<file path="config.mk">
export PLATFORM = sky130hd
export DESIGN_NAME = id_ex_stage_flat
export DESIGN_NICKNAME = d
export VERILOG_FILES = /design/src/rtl/id_ex_stage_if.sv /design/src/rtl/id_ex_stage.sv /design/src/flat_wrapper.sv
export SDC_FILE = /design/constraint.sdc
export NUM_CORES = 1
export LEC_CHECK = 0
export CAP_MARGIN = 30
export CORE_ASPECT_RATIO = 0.75
export CORE_UTILIZATION = 38
export CTS_CLUSTER_SIZE = 24
export DETAILED_ROUTE_END_ITERATION = 10
export HOLD_SLACK_MARGIN = 0.1
export PLACE_DENSITY = 0.76
export SLEW_MARGIN = 10
export SYNTH_ARGS = -nofsm -noshare
export SYNTH_HDL_FRONTEND = slang
export SYNTH_SLANG_ARGS = --single-unit
export TNS_END_PERCENT = 20
</file>
<file path="constraint.sdc">
create_clock -name clk -period 1.8 [get_ports clk]
set_input_delay 0.36 -clock clk [delete_from_list [all_inputs] [get_ports clk]]
set_output_delay 0.36 -clock clk [all_outputs]
set_load 0.02 [all_outputs]
</file>
<file path="src/rtl/id_ex_stage_if.sv">
// id_ex_stage_if: bus bundle for the ID/EX pipeline stage.
//
// Carries the decode-side (upstream) handshake and instruction fields, the
// execute-side (downstream) handshake and registered fields, the flush
// request and the stall counter.
//   slave  : the pipeline stage itself (consumes *_in, produces *_out)
//   master : the surrounding core / bench (produces *_in, consumes *_out)
interface id_ex_stage_if #(
    parameter int SIZE        = 32,
    parameter int SIZE_EXTEND = 32,
    parameter int ADDR_SIZE   = 5,
    parameter int SIZE_FNC    = 6,
    parameter int S_WB        = 2,
    parameter int S_M         = 3,
    parameter int S_EX        = 4,
    parameter int CNT_W       = 16
) ();
    logic                   flush;
    // upstream (decode) side
    logic                   in_valid;
    logic                   in_ready;
    logic [S_WB-1:0]        wb_in;
    logic [S_M-1:0]         m_in;
    logic [S_EX-1:0]        ex_in;
    logic [SIZE-1:0]        data_a_in;
    logic [SIZE-1:0]        data_b_in;
    logic [SIZE_EXTEND-1:0] imm_in;
    logic [SIZE-1:0]        jmp_in;
    logic [SIZE_FNC-1:0]    funct_in;
    logic [ADDR_SIZE-1:0]   rs_in;
    logic [ADDR_SIZE-1:0]   rt_in;
    logic [ADDR_SIZE-1:0]   wr1_in;
    logic [ADDR_SIZE-1:0]   wr2_in;
    // downstream (execute) side
    logic                   out_valid;
    logic                   out_ready;
    logic [S_WB-1:0]        wb_out;
    logic [S_M-1:0]         m_out;
    logic [S_EX-1:0]        ex_out;
    logic [SIZE-1:0]        data_a;
    logic [SIZE-1:0]        data_b;
    logic [SIZE_EXTEND-1:0] imm;
    logic [SIZE-1:0]        jmp;
    logic [SIZE_FNC-1:0]    funct;
    logic [ADDR_SIZE-1:0]   rs;
    logic [ADDR_SIZE-1:0]   rt;
    logic [ADDR_SIZE-1:0]   wr1;
    logic [ADDR_SIZE-1:0]   wr2;
    logic [CNT_W-1:0]       stall_cnt;

    modport slave (
        input  flush, in_valid, wb_in, m_in, ex_in, data_a_in, data_b_in,
               imm_in, jmp_in, funct_in, rs_in, rt_in, wr1_in, wr2_in, out_ready,
        output in_ready, out_valid, wb_out, m_out, ex_out, data_a, data_b,
               imm, jmp, funct, rs, rt, wr1, wr2, stall_cnt
    );

    modport master (
        output flush, in_valid, wb_in, m_in, ex_in, data_a_in, data_b_in,
               imm_in, jmp_in, funct_in, rs_in, rt_in, wr1_in, wr2_in, out_ready,
        input  in_ready, out_valid, wb_out, m_out, ex_out, data_a, data_b,
               imm, jmp, funct, rs, rt, wr1, wr2, stall_cnt
    );
endinterface

</file>
<file path="src/rtl/id_ex_stage.sv">
// id_ex_stage: ID/EX pipeline register of the MIPS32 core with valid/ready
// handshake, flush-to-bubble, synchronous reset and a saturating stall counter.
//
// Ports:
//   clk  - clock, all state changes on the rising edge
//   rst  - synchronous active-high reset, overrides flush and transfers
//   bus  - id_ex_stage_if.slave: decode-side in_valid/in_ready and *_in
//          fields, execute-side out_valid/out_ready and registered fields,
//          flush request, stall_cnt
//
// Build option:
//   ID_EX_SKID_EN - when defined, a two-entry skid buffer (EMPTY/ONE/TWO)
//                   with in_ready taken straight from state; when undefined,
//                   a single entry with in_ready combinational from out_ready.
module id_ex_stage #(
    parameter int SIZE        = 32,
    parameter int SIZE_EXTEND = 32,
    parameter int ADDR_SIZE   = 5,
    parameter int SIZE_FNC    = 6,
    parameter int S_WB        = 2,
    parameter int S_M         = 3,
    parameter int S_EX        = 4,
    parameter int CNT_W       = 16
) (
    input logic          clk,
    input logic          rst,
    id_ex_stage_if.slave bus
);
    localparam int BUN_W = S_WB + S_M + S_EX + 3 * SIZE + SIZE_EXTEND
                         + SIZE_FNC + 4 * ADDR_SIZE;

    logic [BUN_W-1:0] in_bundle;
    logic [BUN_W-1:0] main_p1;
    logic             out_valid;
    logic             in_ready;
    logic             accept;
    logic [CNT_W-1:0] stall_cnt_q;

    logic [S_WB-1:0]        wb_p1;
    logic [S_M-1:0]         m_p1;
    logic [S_EX-1:0]        ex_p1;
    logic [SIZE-1:0]        data_a_p1;
    logic [SIZE-1:0]        data_b_p1;
    logic [SIZE_EXTEND-1:0] imm_p1;
    logic [SIZE-1:0]        jmp_p1;
    logic [SIZE_FNC-1:0]    funct_p1;
    logic [ADDR_SIZE-1:0]   rs_p1;
    logic [ADDR_SIZE-1:0]   rt_p1;
    logic [ADDR_SIZE-1:0]   wr1_p1;
    logic [ADDR_SIZE-1:0]   wr2_p1;

    // The whole instruction travels as one vector so fields can never mix.
    assign in_bundle = {bus.wb_in, bus.m_in, bus.ex_in, bus.data_a_in,
                        bus.data_b_in, bus.imm_in, bus.jmp_in, bus.funct_in,
                        bus.rs_in, bus.rt_in, bus.wr1_in, bus.wr2_in};

    // A flushed cycle never captures the incoming instruction.
    assign accept = bus.in_valid && in_ready && !bus.flush;

    // ---- stage boundary: decode -> ID/EX register ----
`ifdef ID_EX_SKID_EN
    localparam logic [1:0] ST_EMPTY = 2'd0;
    localparam logic [1:0] ST_ONE   = 2'd1;
    localparam logic [1:0] ST_TWO   = 2'd2;

    logic [1:0]       state_q;
    logic [BUN_W-1:0] skid_p1;

    assign out_valid = (state_q != ST_EMPTY);
    // Depends only on state, so no combinational path from out_ready.
    assign in_ready  = (state_q != ST_TWO);

    always_ff @(posedge clk) begin
        if (rst) begin
            state_q <= ST_EMPTY;
            main_p1 <= '0;
            skid_p1 <= '0;
        end else if (bus.flush) begin
            state_q <= ST_EMPTY;
        end else begin
            case (state_q)
                ST_EMPTY: begin
                    if (accept) begin
                        main_p1 <= in_bundle;
                        state_q <= ST_ONE;
                    end
                end
                ST_ONE: begin
                    if (accept && bus.out_ready) begin
                        main_p1 <= in_bundle;
                    end else if (accept) begin
                        // in_ready was still high while stalled: park it
                        skid_p1 <= in_bundle;
                        state_q <= ST_TWO;
                    end else if (bus.out_ready) begin
                        state_q <= ST_EMPTY;
                    end
                end
                ST_TWO: begin
                    if (bus.out_ready) begin
                        main_p1 <= skid_p1;
                        state_q <= ST_ONE;
                    end
                end
                default: state_q <= ST_EMPTY;
            endcase
        end
    end
`else
    logic vld_p1;
    logic pop;

    assign out_valid = vld_p1;
    assign in_ready  = !vld_p1 || bus.out_ready;
    assign pop       = vld_p1 && bus.out_ready;

    always_ff @(posedge clk) begin
        if (rst) begin
            vld_p1  <= 1'b0;
            main_p1 <= '0;
        end else if (bus.flush) begin
            vld_p1 <= 1'b0;
        end else if (accept) begin
            vld_p1  <= 1'b1;
            main_p1 <= in_bundle;
        end else if (pop) begin
            vld_p1 <= 1'b0;
        end
    end
`endif

    // Counts cycles the execute side holds off a valid entry; flush leaves it.
    always_ff @(posedge clk) begin
        if (rst) begin
            stall_cnt_q <= '0;
        end else if (out_valid && !bus.out_ready && (stall_cnt_q != {CNT_W{1'b1}})) begin
            stall_cnt_q <= stall_cnt_q + 1'b1;
        end
    end

    // ---- stage boundary: ID/EX register -> execute ----
    assign {wb_p1, m_p1, ex_p1, data_a_p1, data_b_p1, imm_p1, jmp_p1,
            funct_p1, rs_p1, rt_p1, wr1_p1, wr2_p1} = main_p1;

    // Control groups are forced to zero on a bubble so nothing gets written.
    assign bus.wb_out    = out_valid ? wb_p1 : '0;
    assign bus.m_out     = out_valid ? m_p1  : '0;
    assign bus.ex_out    = out_valid ? ex_p1 : '0;
    assign bus.data_a    = data_a_p1;
    assign bus.data_b    = data_b_p1;
    assign bus.imm       = imm_p1;
    assign bus.jmp       = jmp_p1;
    assign bus.funct     = funct_p1;
    assign bus.rs        = rs_p1;
    assign bus.rt        = rt_p1;
    assign bus.wr1       = wr1_p1;
    assign bus.wr2       = wr2_p1;
    assign bus.out_valid = out_valid;
    assign bus.in_ready  = in_ready;
    assign bus.stall_cnt = stall_cnt_q;
endmodule

</file>
<file path="src/flat_wrapper.sv">
// flat-port wrapper written by rule: the top's interface ports become plain ports
module id_ex_stage_flat 
#(
    parameter int SIZE        = 32,
    parameter int SIZE_EXTEND = 32,
    parameter int ADDR_SIZE   = 5,
    parameter int SIZE_FNC    = 6,
    parameter int S_WB        = 2,
    parameter int S_M         = 3,
    parameter int S_EX        = 4,
    parameter int CNT_W       = 16
)
  (clk, rst, bus_flush, bus_in_valid, bus_wb_in, bus_m_in, bus_ex_in, bus_data_a_in, bus_data_b_in, bus_imm_in, bus_jmp_in, bus_funct_in, bus_rs_in, bus_rt_in, bus_wr1_in, bus_wr2_in, bus_out_ready, bus_in_ready, bus_out_valid, bus_wb_out, bus_m_out, bus_ex_out, bus_data_a, bus_data_b, bus_imm, bus_jmp, bus_funct, bus_rs, bus_rt, bus_wr1, bus_wr2, bus_stall_cnt);
  id_ex_stage_if #(.SIZE(SIZE), .SIZE_EXTEND(SIZE_EXTEND), .ADDR_SIZE(ADDR_SIZE), .SIZE_FNC(SIZE_FNC), .S_WB(S_WB), .S_M(S_M), .S_EX(S_EX), .CNT_W(CNT_W)) bus_i ();
  input logic clk;
  input logic rst;
  input wire logic [$bits(bus_i.flush)-1:0] bus_flush;
  input wire logic [$bits(bus_i.in_valid)-1:0] bus_in_valid;
  input wire logic [$bits(bus_i.wb_in)-1:0] bus_wb_in;
  input wire logic [$bits(bus_i.m_in)-1:0] bus_m_in;
  input wire logic [$bits(bus_i.ex_in)-1:0] bus_ex_in;
  input wire logic [$bits(bus_i.data_a_in)-1:0] bus_data_a_in;
  input wire logic [$bits(bus_i.data_b_in)-1:0] bus_data_b_in;
  input wire logic [$bits(bus_i.imm_in)-1:0] bus_imm_in;
  input wire logic [$bits(bus_i.jmp_in)-1:0] bus_jmp_in;
  input wire logic [$bits(bus_i.funct_in)-1:0] bus_funct_in;
  input wire logic [$bits(bus_i.rs_in)-1:0] bus_rs_in;
  input wire logic [$bits(bus_i.rt_in)-1:0] bus_rt_in;
  input wire logic [$bits(bus_i.wr1_in)-1:0] bus_wr1_in;
  input wire logic [$bits(bus_i.wr2_in)-1:0] bus_wr2_in;
  input wire logic [$bits(bus_i.out_ready)-1:0] bus_out_ready;
  output wire logic [$bits(bus_i.in_ready)-1:0] bus_in_ready;
  output wire logic [$bits(bus_i.out_valid)-1:0] bus_out_valid;
  output wire logic [$bits(bus_i.wb_out)-1:0] bus_wb_out;
  output wire logic [$bits(bus_i.m_out)-1:0] bus_m_out;
  output wire logic [$bits(bus_i.ex_out)-1:0] bus_ex_out;
  output wire logic [$bits(bus_i.data_a)-1:0] bus_data_a;
  output wire logic [$bits(bus_i.data_b)-1:0] bus_data_b;
  output wire logic [$bits(bus_i.imm)-1:0] bus_imm;
  output wire logic [$bits(bus_i.jmp)-1:0] bus_jmp;
  output wire logic [$bits(bus_i.funct)-1:0] bus_funct;
  output wire logic [$bits(bus_i.rs)-1:0] bus_rs;
  output wire logic [$bits(bus_i.rt)-1:0] bus_rt;
  output wire logic [$bits(bus_i.wr1)-1:0] bus_wr1;
  output wire logic [$bits(bus_i.wr2)-1:0] bus_wr2;
  output wire logic [$bits(bus_i.stall_cnt)-1:0] bus_stall_cnt;
  assign bus_i.flush = bus_flush;
  assign bus_i.in_valid = bus_in_valid;
  assign bus_i.wb_in = bus_wb_in;
  assign bus_i.m_in = bus_m_in;
  assign bus_i.ex_in = bus_ex_in;
  assign bus_i.data_a_in = bus_data_a_in;
  assign bus_i.data_b_in = bus_data_b_in;
  assign bus_i.imm_in = bus_imm_in;
  assign bus_i.jmp_in = bus_jmp_in;
  assign bus_i.funct_in = bus_funct_in;
  assign bus_i.rs_in = bus_rs_in;
  assign bus_i.rt_in = bus_rt_in;
  assign bus_i.wr1_in = bus_wr1_in;
  assign bus_i.wr2_in = bus_wr2_in;
  assign bus_i.out_ready = bus_out_ready;
  assign bus_in_ready = bus_i.in_ready;
  assign bus_out_valid = bus_i.out_valid;
  assign bus_wb_out = bus_i.wb_out;
  assign bus_m_out = bus_i.m_out;
  assign bus_ex_out = bus_i.ex_out;
  assign bus_data_a = bus_i.data_a;
  assign bus_data_b = bus_i.data_b;
  assign bus_imm = bus_i.imm;
  assign bus_jmp = bus_i.jmp;
  assign bus_funct = bus_i.funct;
  assign bus_rs = bus_i.rs;
  assign bus_rt = bus_i.rt;
  assign bus_wr1 = bus_i.wr1;
  assign bus_wr2 = bus_i.wr2;
  assign bus_stall_cnt = bus_i.stall_cnt;
  id_ex_stage #(.SIZE(SIZE), .SIZE_EXTEND(SIZE_EXTEND), .ADDR_SIZE(ADDR_SIZE), .SIZE_FNC(SIZE_FNC), .S_WB(S_WB), .S_M(S_M), .S_EX(S_EX), .CNT_W(CNT_W)) u_core (.clk(clk), .rst(rst), .bus(bus_i));
endmodule
</file>
==> flow_metrics.env, run 1 <==
export IMPL_synth_ff_latch_count=180
export IMPL_io_buffer_count=348
export IMPL_place_ws_ns=-0.573
export IMPL_gp_congestion=0.848
export IMPL_dp_cells=1406
export IMPL_maxSlewViolCount=0
export IMPL_irDropWorstVdd_uv=552
export IMPL_area_growth_pct=46.1
export IMPL_synth_edff_count=0
export IMPL_cts_hold_buffers=0
export IMPL_synth_cell_types=34
export IMPL_combPwrFrac_pct=14.8
export IMPL_leakage_nw=4.41
export IMPL_tritoncts="done"
export IMPL_hp_class="primary input to flop"
export IMPL_layout_min_cycle_time_ns=1.75
export IMPL_required_ns=1.44
export IMPL_path_clk_slew_ns=0.08
export IMPL_grt_busiest_layer="met2"
export IMPL_rsz0062_at_grt="false"
export IMPL_fin_hold_ws_ns=0.287
export IMPL_rows=44
export IMPL_final_common_cell="nand2_1"
export IMPL_yosysTopAreaCell="dfxtp_1"
export IMPL_routed_wl_mm=20.0
export IMPL_cp_slowest_stage_delay_ns=0.63
export IMPL_fin_worst_skew_ns=0.0145
export IMPL_vias=6614
export IMPL_drt_iter0_drc=361
export IMPL_synthArstFlopShare_pct=0
export IMPL_via_per_inst=4.60
export IMPL_p_total_mw=9.32
export IMPL_internal_power_mw=6.86
export IMPL_critPathCaptureType="output pin"
export IMPL_initial_core_util_pct=39.0
export IMPL_maxSlewHeadroom_pct=76.1
export IMPL_gr_total_overflow=0
export IMPL_nets=1342
export IMPL_yosysSeqAreaShare_pct=47.4
export IMPL_max_slew_worst_pin_slew_ns=0.358
export IMPL_setup_violations=0
export IMPL_syn_avg_cell_area_sq_um=7.81
export IMPL_grt_max_degree=76
export IMPL_setup_slack_ns=0.0486
export IMPL_use_met3_pct=7.26
export IMPL_io_pins=349
export IMPL_p_clk_share_pct=39.8
export IMPL_crit_buf_inv=1
export IMPL_hold_violations=0
export IMPL_crit_chain="clkdlybuf4s50_1"
export IMPL_h_tree_depth=4
export IMPL_crit_arrival_ns=1.39
export IMPL_grt_use_total_pct=19.0
export IMPL_synth_top_cells_by_area="dfxtp_1, nand2_1, buf_4"
export IMPL_syn_nets=1142
export IMPL_fmax_mhz=571
export IMPL_antenna_found_initial=0
export IMPL_crit_family="buffers and inverters"
export IMPL_met2_usage_pct=32.5
export IMPL_power_density_nw_per_um2=839
export IMPL_cts_buffer_depth=2
export IMPL_critPathSlowestCell="clkdlybuf4s50_1"
export IMPL_period_share_pct=97.3
export IMPL_swShare_pct=26.4
export IMPL_final_cell_mix="nand2_1, clkdlybuf4s50_1, a21oi_1, dfxtp_1, buf_4"
export IMPL_synth_top_cell_area_share_pct=47.4
export IMPL_die_w_um=165
export IMPL_drc_errors=45
export IMPL_root_buffer="clkbuf_16"
export IMPL_fin_cells=1439
export IMPL_diodes=0
export IMPL_whs_path_depth=2
export IMPL_violations="design-rule violations"
export IMPL_grt_pass1_wl_mm=31.3
export IMPL_crit_path_max_fanout=2
export IMPL_hpwl_mm=14.4
export IMPL_seqPwrFrac_pct=45.4
export IMPL_synthFlopType="dfxtp_1"
export IMPL_yosysWarningCount=0
export IMPL_drive_above_1_share_pct=7.84
export IMPL_grt_pass1_vias=6372
export IMPL_wl_per_cell_um=13.9
export IMPL_max_cap_violations=0
export IMPL_critical_path_depth=1
export IMPL_crit_type="flop to output pin"
export IMPL_cts_sinks=180
export IMPL_die_area_sq_um=20600
export IMPL_fill_cells=1770
export IMPL_drt_pre_antenna_iters=7
export IMPL_p_switching_mw=2.46
export IMPL_core_area_sq_um=19500
export IMPL_cts_buffers_inserted=17
export IMPL_synthCells=973
export IMPL_clk_latency_ns=0.42
export IMPL_postRouteAntennaNets=0
export IMPL_met1_usage_pct=21.6
export IMPL_cp_start_kind="flop"
export IMPL_fp_dieH_um=124
export IMPL_syn_area_sq_um=7600
export IMPL_status="complete, but fails checks"
export IMPL_ff2ff_path_depth=4
-- power groups by stage --
| stage | Clock [mW] | Sequential [mW] | Combinational, mW |
|---|---|---|---|
| detailed placement | 0 | 4.33 | 1.39 |
| floorplan | 0 | 4.31 | 0.778 |
| finish | 3.71 | 4.23 | 1.38 |
| global route | 3.99 | 4.25 | 1.49 |
| CTS | 3.81 | 4.23 | 1.39 |
| global placement | 0 | 4.32 | 1.38 |
-- cells by family (layout without fill, tap and decap cells) --
family / count (synthesis) / in the layout / share of synthesized area (%)
simple gates: 382 / 382 / 20.7
buf+inv: 216 / 429 / 18.4
compound gates: 192 / 192 / 13.0
flops: 180 / 180 / 47.4
fa+ha+maj: 1 / 1 / 0.165
xor+xnor: 1 / 1 / 0.115
mux: 1 / 1 / 0.148
-- metrics by stage --
step	setup TNS, ns	instance area, sq um	utilization, %
after global routing	0	11100	57.0
after floorplan	-0.903	7620	-
after detailed placement	-40.70	10500	53.8
after CTS	0	11000	56.7
final	0	11100	57.0
after global placement	-39.16	10500	53.8
-- final timing paths --
check | start | endpoint | slack (ns)
hold reg to reg | u_core.main_p1[162] | u_core.main_p1[162] | 0.45
setup / recovery | u_core.main_p1[141] | bus_data_a[19] | 0.05
hold / removal | rst | u_core.main_p1[135] | 0.29
setup reg to reg | u_core.bus.stall_cnt[4] | u_core.bus.stall_cnt[11] | 0.07
-- area by class of cell --
class / instances / area (sq um) / area share [%]
Sequential cell: 180 / 3610 / 32.5
Multi-Input combinational cell: 577 / 2620 / 23.6
Clock inverter: 12 / 130 / 1.17
Timing Repair Buffer: 394 / 3950 / 35.5
Clock buffer: 20 / 467 / 4.20
Tap cell: 253 / 317 / 2.85
Inverter: 3 / 11.3 / 0.101
-- registers in the layout, indices dropped and copies added, names as in the netlist --
name and cells:
u_core.bus.out_valid 1, u_core.bus.stall_cnt 16, u_core.main_p1 163
-- metal layers --
metal,vias to the layer above,routed length (um)
li1,3388,-
met2,209,9520
met5,-,0
met1,2997,8170
met3,20,2040
met4,0,291
-- cells in the mapped netlist, types with 3 or more instances --
cell,count
buf_4,154
nand2_1,334
clkbuf_1,48
o21ai_1,4
o31ai_1,7
buf_2,10
and2_1,10
or4_1,6
nor2_1,3
a21oi_1,176
nand4_1,5
or3_1,8
dfxtp_1,180
-- what timing repair did --
action	in CTS	in global routing
buffers inserted	0	1
setup endpoints to repair	38	35
resized for setup	34	29
pin swaps	1	2
hold endpoints to repair	0	0
Note: power is estimated with default switching activity, not from simulation.
==> run 2, diff against run 1 <==
--- a/config.mk
+++ b/config.mk
@@ -11,7 +11,8 @@
 export CTS_CLUSTER_SIZE = 24
 export DETAILED_ROUTE_END_ITERATION = 10
 export HOLD_SLACK_MARGIN = 0.1
-export PLACE_DENSITY = 0.76
+export PLACE_DENSITY = 0.82
+export REMOVE_ABC_BUFFERS = 1
 export SLEW_MARGIN = 10
 export SYNTH_ARGS = -nofsm -noshare
 export SYNTH_HDL_FRONTEND = slang
==> run 2 against run 1 <==
  * The run still ends with design-rule violations left
  * Critical path depth increased by 6
  * Global-route usage rose by 0.74 points
  * Sequential cell count did not move
  * Worst hold slack better by 0.036 ns
  * Via count rose by 3.5%
  * Largest power group unchanged
  * Total power is 0.89% higher
  * Clock-buffer cell count stayed put
==> flow_metrics.env, run 2 (synthesis gave the netlist of run 1 again) <==
export IMPL_status="complete, but fails checks"
export IMPL_violations="design-rule violations"
export IMPL_final_cell_mix="nand2_1, clkdlybuf4s50_1, dfxtp_1"
export IMPL_io_pins=349
export IMPL_cts_sinks=180
export IMPL_drt_pre_antenna_iters=8
export IMPL_vias=6847
export IMPL_grt_max_degree=57
export IMPL_drive_above_1_share_pct=8.45
export IMPL_fill_cells=1724
export IMPL_diodes=0
export IMPL_cts_buffer_depth=2
export IMPL_critPathSlowestCell="or4_4"
export IMPL_place_ws_ns=-0.605
export IMPL_gr_total_overflow=0
export IMPL_max_cap_violations=0
export IMPL_regMostFlops="u_core.main_p1"
export IMPL_swShare_pct=25.2
export IMPL_cts_buffers_inserted=17
export IMPL_irDropWorstVdd_uv=508
export IMPL_max_slew_worst_pin_slew_ns=0.386
export IMPL_nets=1351
export IMPL_grt_pass1_wl_mm=32.5
export IMPL_grt_pass1_vias=6665
export IMPL_final_core_util_pct=57.4
export IMPL_wl_per_cell_um=14.4
export IMPL_path_clk_slew_ns=0.07
export IMPL_postRouteAntennaNets=0
export IMPL_routed_wl_mm=20.9
export IMPL_tritoncts="done"
export IMPL_clk_latency_ns=0.41
export IMPL_drc_errors=44
export IMPL_power_density_nw_per_um2=840
export IMPL_h_tree_depth=4
export IMPL_internal_power_mw=7.03
export IMPL_grt_use_total_pct=19.8
export IMPL_cp_start_kind="primary input"
export IMPL_crit_arrival_ns=2.12
export IMPL_maxSlewViolCount=0
export IMPL_fin_worst_skew_ns=0.0105
export IMPL_period_share_pct=99.0
export IMPL_seqPwrFrac_pct=45.1
export IMPL_crit_chain="clkdlybuf4s50_1 -> and2b_4 -> inv_2 -> or4_4 -> buf_4 -> or3_1 -> a21oi_1"
export IMPL_core_area_sq_um=19500
export IMPL_rows=44
export IMPL_layout_min_cycle_time_ns=1.78
export IMPL_die_area_sq_um=20600
export IMPL_cp_slowest_stage_delay_ns=0.48
export IMPL_drt_iter0_drc=337
export IMPL_setup_violations=0
export IMPL_combPwrFrac_pct=15.0
export IMPL_fmax_mhz=561
export IMPL_leakage_nw=4.50
export IMPL_crit_family="simple AND/OR/NAND/NOR gates"
export IMPL_die_w_um=165
export IMPL_cts_hold_buffers=0
export IMPL_io_buffer_count=348
export IMPL_root_buffer="clkbuf_16"
export IMPL_setup_slack_ns=0.0179
export IMPL_fin_hold_ws_ns=0.323
export IMPL_final_common_cell="nand2_1"
export IMPL_antenna_found_initial=0
export IMPL_rsz0062_at_grt="true"
export IMPL_p_switching_mw=2.37
export IMPL_critPathCaptureType="flop"
export IMPL_hpwl_mm=15.3
export IMPL_gp_congestion=0.798
export IMPL_maxSlewHeadroom_pct=74.2
export IMPL_fp_dieH_um=124
export IMPL_crit_type="primary input to flop"
export IMPL_via_per_inst=4.73
export IMPL_p_clk_share_pct=40.0
export IMPL_initial_core_util_pct=39.0
export IMPL_hp_class="primary input to flop"
export IMPL_required_ns=2.14
export IMPL_crit_path_max_fanout=7
export IMPL_hold_violations=0
export IMPL_crit_buf_inv=3
export IMPL_largest_reg_flops=163
export IMPL_area_growth_pct=47.3
## run 2: routing by layer
layer / up-vias / global-route usage (%) / share of wire (%)
met5: - / 0 / 0
met4: 0 / 7.22 / 2.5
met3: 39 / 7.53 / 9.3
met2: 264 / 34.1 / 48
met1: 3142 / 21.9 / 40
li1: 3402 / - / -
## run 2: power groups by stage
stage	clock (mW)	combinational, mW	sequential [mW]
finish	3.76	1.41	4.24
global route	4.02	1.51	4.25
CTS	3.86	1.42	4.24
global placement	0	1.41	4.32
detailed placement	0	1.42	4.33
floorplan	0	0.329	4.52
## run 2: layout make-up
| cell class | count | area, sq um | area share (%) |
|---|---|---|---|
| inverters | 3 | 11.3 | 0.101 |
| multi-input cells | 577 | 2630 | 23.5 |
| repair buffers | 403 | 4030 | 36.0 |
| flip-flops and latches | 180 | 3610 | 32.2 |
| clock buffers | 20 | 447 | 3.99 |
| well taps | 253 | 317 | 2.83 |
| clock inverters | 12 | 143 | 1.27 |
## run 2: what timing repair did
action	4_1_cts	5_1_grt
gates resized for setup	35	34
pin swaps	2	2
buffers inserted	0	1
endpoints found under the setup margin	34	33
## run 2: final timing paths
| kind | depth (start not counted) | end | start | slack, ns |
|---|---|---|---|---|
| max | 7 | u_core.bus.stall_cnt[7] | bus_out_ready | 0.02 |
| min reg2reg | 2 | u_core.main_p1[155] | u_core.main_p1[155] | 0.45 |
| min | 2 | u_core.main_p1[35] | rst | 0.32 |
| max reg2reg | 6 | u_core.bus.stall_cnt[11] | u_core.bus.stall_cnt[0] | 0.03 |
## run 2: metrics by stage
step           power, mW  instances  area, sq um  setup TNS [ns]
4_1_cts             9.52       1447        11100        -0.00228
3_3_place_gp        5.72       1415        10500          -44.86
3_5_place_dp        5.75       1415        10500          -46.40
6_report            9.40       1448        11200               0
5_1_grt             9.78       1448        11200         -0.0758
2_1_floorplan       4.85        760         6210        -1274.34
## run 2: worst register-to-register path, cell delays in order (launching register included)
cell	delay (ns)
dfxtp_2	0.34
ha_1	0.21
and3_4	0.19
nor4b_4	0.15
buf_4	0.17
or4_1	0.51
a21oi_2	0.14
